**src/rtl/freq_meter_array.sv**
```systemverilog
// Multi-channel frequency meter: gated edge counting against clk_ocxo, then a
// per-channel signed ppm error through one shared restoring divider.
//
// state | meaning
// IDLE  | waiting for en with start (one-shot) or mode=1 (continuous)
// GATE  | counting synchronised rising edges for GATE_CYCLES cycles
// CALC  | dividing each channel's scaled error, channel 0 first
// PUB   | counts and errors published, done high
module freq_meter_array #(
    parameter int     N_CH        = 15,
    parameter int     CNT_W       = 32,
    parameter longint GATE_CYCLES = 100000000,
    parameter longint NOM_COUNT   = GATE_CYCLES,
    parameter int     ERR_W       = 24
) (
    input  logic                    clk_ocxo,
    input  logic                    rst,
    input  logic                    en,
    input  logic                    mode,
    input  logic                    start,
    input  logic [N_CH-1:0]         f_in,
    output logic                    busy,
    output logic                    done,
    output logic [N_CH*CNT_W-1:0]   count_bus,
    output logic [N_CH*ERR_W-1:0]   err_bus
);

    localparam int NUM_W = CNT_W + 20;
    localparam int CH_W  = (N_CH > 1) ? $clog2(N_CH) : 1;
    localparam int IT_W  = $clog2(NUM_W + 1);

    localparam logic [IT_W-1:0]  DIV_LOAD  = IT_W'(NUM_W);
    localparam logic [CNT_W-1:0] GATE_LAST = CNT_W'(GATE_CYCLES - 1);
    localparam logic [CNT_W-1:0] NOM       = CNT_W'(NOM_COUNT);
    localparam logic [CNT_W-1:0] CNT_MAX   = '1;
    localparam logic [NUM_W-1:0] POS_LIM   = NUM_W'((longint'(1) << (ERR_W - 1)) - 1);
    localparam logic [NUM_W-1:0] NEG_LIM   = POS_LIM + NUM_W'(1);

    typedef enum logic [1:0] {IDLE, GATE, CALC, PUB} state_t;

    // Release of rst reaches the rest of the block only after two clk_ocxo edges.
    logic [1:0] rst_sync_q;
    logic       rst_n;

    always_ff @(posedge clk_ocxo or negedge rst) begin
        if (!rst) rst_sync_q <= '0;
        else      rst_sync_q <= {rst_sync_q[0], 1'b1};
    end
    assign rst_n = rst_sync_q[1];

    logic [N_CH-1:0] sync1_q, sync2_q, prev_q, edge_w;

    always_ff @(posedge clk_ocxo or negedge rst_n) begin
        if (!rst_n) begin
            sync1_q <= '0;
            sync2_q <= '0;
            prev_q  <= '0;
        end else begin
            sync1_q <= f_in;
            sync2_q <= sync1_q;
            prev_q  <= sync2_q;
        end
    end
    assign edge_w = sync2_q & ~prev_q;

    state_t                      state_q, state_d;
    logic [CNT_W-1:0]            gate_q, gate_d;
    logic [CH_W-1:0]             ch_q, ch_d;
    logic [IT_W-1:0]             it_q, it_d;
    logic [CNT_W-1:0]            rem_q, rem_d;
    logic [NUM_W-1:0]            quo_q, quo_d;
    logic                        neg_q, neg_d;
    logic [N_CH-1:0][CNT_W-1:0]  cnt_q, cnt_d;
    logic [N_CH-1:0][ERR_W-1:0]  err_sh_q, err_sh_d;
    logic [N_CH-1:0][CNT_W-1:0]  cnt_pub_q, cnt_pub_d;
    logic [N_CH-1:0][ERR_W-1:0]  err_pub_q, err_pub_d;

    logic [CNT_W-1:0] sel_cnt;
    logic [CNT_W:0]   diff;
    logic [CNT_W-1:0] mag;
    logic [CNT_W:0]   rem_sh;
    logic             ge;
    logic [NUM_W-1:0] quo_nx;
    logic [ERR_W-1:0] err_res;

    assign sel_cnt = cnt_q[ch_q];
    assign diff    = {1'b0, sel_cnt} - {1'b0, NOM};
    assign mag     = diff[CNT_W] ? CNT_W'(-diff) : diff[CNT_W-1:0];
    assign rem_sh  = {rem_q, quo_q[NUM_W-1]};
    assign ge      = (rem_sh >= {1'b0, NOM});
    assign quo_nx  = {quo_q[NUM_W-2:0], ge};

    // Magnitude was divided, so negating afterwards truncates toward zero.
    always_comb begin
        err_res = quo_nx[ERR_W-1:0];
        if (neg_q) begin
            if (quo_nx > NEG_LIM) err_res = {1'b1, {(ERR_W-1){1'b0}}};
            else                  err_res = -quo_nx[ERR_W-1:0];
        end else if (quo_nx > POS_LIM) begin
            err_res = {1'b0, {(ERR_W-1){1'b1}}};
        end
    end

    always_comb begin
        state_d   = state_q;
        gate_d    = gate_q;
        ch_d      = ch_q;
        it_d      = it_q;
        rem_d     = rem_q;
        quo_d     = quo_q;
        neg_d     = neg_q;
        cnt_d     = cnt_q;
        err_sh_d  = err_sh_q;
        cnt_pub_d = cnt_pub_q;
        err_pub_d = err_pub_q;
        busy      = 1'b0;
        done      = 1'b0;
        unique case (state_q)
            IDLE: begin
                if (en && (mode || start)) begin
                    state_d = GATE;
                    gate_d  = GATE_LAST;
                    cnt_d   = '0;
                end
            end
            GATE: begin
                busy = 1'b1;
                for (int i = 0; i < N_CH; i++) begin
                    if (edge_w[i] && (cnt_q[i] != CNT_MAX)) cnt_d[i] = cnt_q[i] + 1'b1;
                end
                if (!en) begin
                    state_d = IDLE;
                end else if (gate_q == '0) begin
                    state_d = CALC;
                    ch_d    = '0;
                    it_d    = DIV_LOAD;
                end else begin
                    gate_d = gate_q - 1'b1;
                end
            end
            CALC: begin
                busy = 1'b1;
                if (!en) begin
                    state_d = IDLE;
                end else if (it_q == DIV_LOAD) begin
                    rem_d = '0;
                    neg_d = diff[CNT_W];
                    quo_d = NUM_W'(mag) * NUM_W'(1000000);
                    it_d  = it_q - 1'b1;
                end else begin
                    rem_d = CNT_W'(ge ? (rem_sh - {1'b0, NOM}) : rem_sh);
                    quo_d = quo_nx;
                    if (it_q == '0) begin
                        err_sh_d[ch_q] = err_res;
                        it_d           = DIV_LOAD;
                        if (ch_q == CH_W'(N_CH - 1)) begin
                            state_d   = PUB;
                            cnt_pub_d = cnt_q;
                            err_pub_d = err_sh_d;
                        end else begin
                            ch_d = ch_q + 1'b1;
                        end
                    end else begin
                        it_d = it_q - 1'b1;
                    end
                end
            end
            PUB: begin
                done = 1'b1;
                if (mode && en) begin
                    state_d = GATE;
                    gate_d  = GATE_LAST;
                    cnt_d   = '0;
                end else begin
                    state_d = IDLE;
                end
            end
            default: state_d = IDLE;
        endcase
    end

    always_ff @(posedge clk_ocxo or negedge rst_n) begin
        if (!rst_n) begin
            state_q   <= IDLE;
            gate_q    <= '0;
            ch_q      <= '0;
            it_q      <= '0;
            rem_q     <= '0;
            quo_q     <= '0;
            neg_q     <= 1'b0;
            cnt_q     <= '0;
            err_sh_q  <= '0;
            cnt_pub_q <= '0;
            err_pub_q <= '0;
        end else begin
            state_q   <= state_d;
            gate_q    <= gate_d;
            ch_q      <= ch_d;
            it_q      <= it_d;
            rem_q     <= rem_d;
            quo_q     <= quo_d;
            neg_q     <= neg_d;
            cnt_q     <= cnt_d;
            err_sh_q  <= err_sh_d;
            cnt_pub_q <= cnt_pub_d;
            err_pub_q <= err_pub_d;
        end
    end

    assign count_bus = cnt_pub_q;
    assign err_bus   = err_pub_q;

endmodule

```
**config.mk**
```make
export PLATFORM = sky130hd
export DESIGN_NAME = freq_meter_array
export DESIGN_NICKNAME = d
export VERILOG_FILES = /design/src/rtl/freq_meter_array.sv
export SDC_FILE = /design/constraint.sdc
export NUM_CORES = 2
export LEC_CHECK = 0
export BUFFER_PORTS_ARGS = -buffer_cell sky130_fd_sc_hd__buf_2
export CAP_MARGIN = 20
export CELL_PAD_IN_SITES_DETAIL_PLACEMENT = 1
export CELL_PAD_IN_SITES_GLOBAL_PLACEMENT = 2
export CORE_ASPECT_RATIO = 1.2
export CORE_UTILIZATION = 42
export CTS_BUF_LIST = sky130_fd_sc_hd__clkbuf_2 sky130_fd_sc_hd__clkbuf_4 sky130_fd_sc_hd__clkbuf_8
export CTS_CLUSTER_DIAMETER = 60
export DETAILED_ROUTE_END_ITERATION = 16
export GPL_ROUTABILITY_DRIVEN = 0
export HOLD_SLACK_MARGIN = 0.05
export PLACE_DENSITY = 0.95
export SLEW_MARGIN = 20
export SYNTH_ARGS = -nofsm -noshare
export SYNTH_HDL_FRONTEND = slang
export SYNTH_SLANG_ARGS = --single-unit
```
**constraint.sdc**
```tcl
create_clock -name clk_ocxo -period 94.8 [get_ports clk_ocxo]
set_input_delay 28.44 -clock clk_ocxo [delete_from_list [all_inputs] [get_ports clk_ocxo]]
set_output_delay 28.44 -clock clk_ocxo [all_outputs]
set_load 0.05 [all_outputs]
```
==> results_dict.tcl <==
set metrics [dict create \
    fp.dieH_um 506 \
    place_area_um2 95800 \
    syn_area_um2 89000 \
    rsz0062_at_grt "no" \
    first_iter_violations 5711 \
    cts_sinks 1832 \
    io_pins 862 \
    synth_edf_count 0 \
    cp_max_fo 71 \
    status "finished, final reports clean" \
    worstPathCellList "buf_2 -> o21ai_0 -> and2_1 -> nor3_2 -> buf_4 -> buf_4 -> buf_4 -> buf_4 -> nor2_1 -> nor2_1 -> nand4_1 -> nor2_1 -> nand2_1 -> or3_1 -> a21oi_1" \
    cts-root-buf "clkbuf_8" \
    setup.worst_path.class "primary input to flop" \
    fin_crit_sh 0.345 \
    slowest_stage "buf_4" \
    max_freq_mhz 30.6 \
    worst_slew_pin_slew_ps 1180 \
    vias 75500 \
    syn_inst 9688 \
    dp_hpwl_um 246000 \
    dieArea_um2 214000 \
    synth_area_per_cell_um2 9.19 \
    yosysSeqAreaShare 0.515 \
    layout.nets 10800 \
    grt_max_degree 296 \
    cts_resized 0 \
    num-fill-cells 24400 \
    startpoint_type "primary input" \
    ys_ff_latch 1832 \
    fin_crit_ps 32690 \
    critPathMostFrequentCell "buf_4" \
    yosys_warnings 0 \
    antenna_found_initial 13 \
    areaGrowthSynthToFinish_pct 15.1 \
    insertion_delay_ps 1110 \
    clk_path_buf_depth 4 \
    yosys.area.top_type "dfrtp_1" \
    setup_tns_ps 0 \
    drt_first_pass_iters 6 \
    cts_setup_buffers 0 \
    drt-wirelength-per-cell_um 25.1 \
    viasPerCell 5.62 \
    final_design_area_no_fill_um2 103000 \
    cpPeakStageDelay_ps 730 \
    port_buffers 861 \
    cts_tree "built" \
    cp.arrival_ps 33720 \
    grt_pass1_vias 78400 \
    required_ps 95830 \
    synth_flop_cell "dfrtp_1" \
    yosysUniqueCellTypes 107 \
    coreArea_um2 210000 \
    hold_viol 0 \
    slew_violations 0 \
    die_x_um 422 \
    fin_skew_ps 141 \
    async_flop_share 1.00 \
    initial_core_util 0.424 \
    cts.hold.buffers_added 0 \
    ys_top_cells_by_area "dfrtp_1 (51%), nand2_1 (11%), o21ai_0 (4.5%)" \
    slew_headroom 0.212 \
    finalSetupViolations 0 \
    grt_first_pass_wirelength_um 506000 \
    track_usage 0.312 \
    synth_nets 10000 \
    drtAntennaViolNets 0 \
    worstHoldPathType "flop to flop" \
    maxCapViolCount 0 \
    utilization 0.488 \
    end_kind "flop" \
    rows 184 \
    drive_gt1_frac 0.163 \
    synth_top_cell_area_share 0.515 \
    htree_num_levels 5 \
    grt.overflow.total 0 \
    synth.most_common_cell "nand2_1" \
    drc 0 \
    numCtsBuffers 323 \
    synth_common_cells "nand2_1 (2640), dfrtp_1 (1832), nor2_1 (853)" \
    clk_pin_slew_ps 60 \
    drt_wl_total_um 337000 \
]
## cells by family after synthesis
kind of cell,count (synthesis),share of synthesized area
xor+xnor,536,0.0536
fa+ha+maj,312,0.0538
flops,1832,0.515
mux,166,0.0326
compound gates,1513,0.0946
buf+inv,880,0.0395
simple gates,4448,0.211
other cells,1,0.0000421
## cell type report
cell class	instances	area, µm²	area share
repair buffers	982	5370	0.0523
flip-flops and latches	1832	45900	0.447
well taps	2790	3490	0.0340
multi-input cells	6976	40000	0.390
clock inverters	42	318	0.00310
diodes	5	12.5	0.000122
clock buffers	493	6280	0.0612
inverters	312	1170	0.0114
## through the flow
step	hold WS [ps]	instances	setup slack (ps)
3_3_place_gp	334	12900	61310
5_1_grt	287	13400	61790
6_report	282	13400	62110
3_5_place_dp	336	12900	61160
4_1_cts	284	13400	62350
2_1_floorplan	331	9688	39950
## sequential cells by signal, summed over array words and instances, names as in the netlist
| signal | flops |
|---|---|
| it_q | 6 |
| prev_q | 15 |
| gate_q | 32 |
| rem_q | 32 |
| rst_sync_q | 2 |
| neg_q | 1 |
| err_sh_q | 336 |
| count_bus | 480 |
| ch_q | 4 |
| state_q | 2 |
| quo_q | 52 |
| sync2_q | 15 |
| cnt_q | 480 |
| sync1_q | 15 |
| err_bus | 360 |
## placed cells by master (no fill, tap or decap), types with 16 or more instances in the layout
master       n
xor2_1     343
o31ai_1     23
clkbuf_8   412
nand2b_1    16
a31oi_1     26
xnor2_1    183
mux2i_1     60
nor4_1      37
nor3_1      83
or3_1       92
dfrtp_1   1828
o21ai_0    798
nand2_1   2634
ha_1       188
buf_4      108
and4_1      46
inv_1      308
buf_2      861
and2_1      25
or2_2       16
mux4_2      92
nand3_1    344
nor2_1     851
a21oi_1    425
clkinv_2    28
nand4_1    118
nor2b_1     25
a21o_1      39
fa_1       119
clkbuf_4    81
and3_1      79
## worst max-delay path, delay by kind of cell
family | cells | cell delay, ps
and+or+nand+nor | 8 | 2100
buffers and inverters | 5 | 2600
AOI/OAI and AO/OA | 2 | 390
## per-layer routing
metal  track usage  wire length (µm)
met1         0.375            129000
met2         0.508            160000
met3        0.0571             20500
met4         0.219             27000
met5             0                70
## path summary, 6_finish.rpt
path	slack [ps]	to	cells past startpoint	start
min in group asynchronous	380	count_bus[315]	0	rst_sync_q[1]
max reg2reg	82400	quo_q[50]	35	ch_q[0]
max in group asynchronous	67590	rst_sync_q[1]	1	rst
min	280	sync2_q[13]	0	sync1_q[13]
max	62110	cnt_q[311]	15	en
min reg2reg	280	sync2_q[13]	0	sync1_q[13]
Power is not shown: default switching activity piles up to over one toggle a cycle in this logic, so the estimate is an artifact.
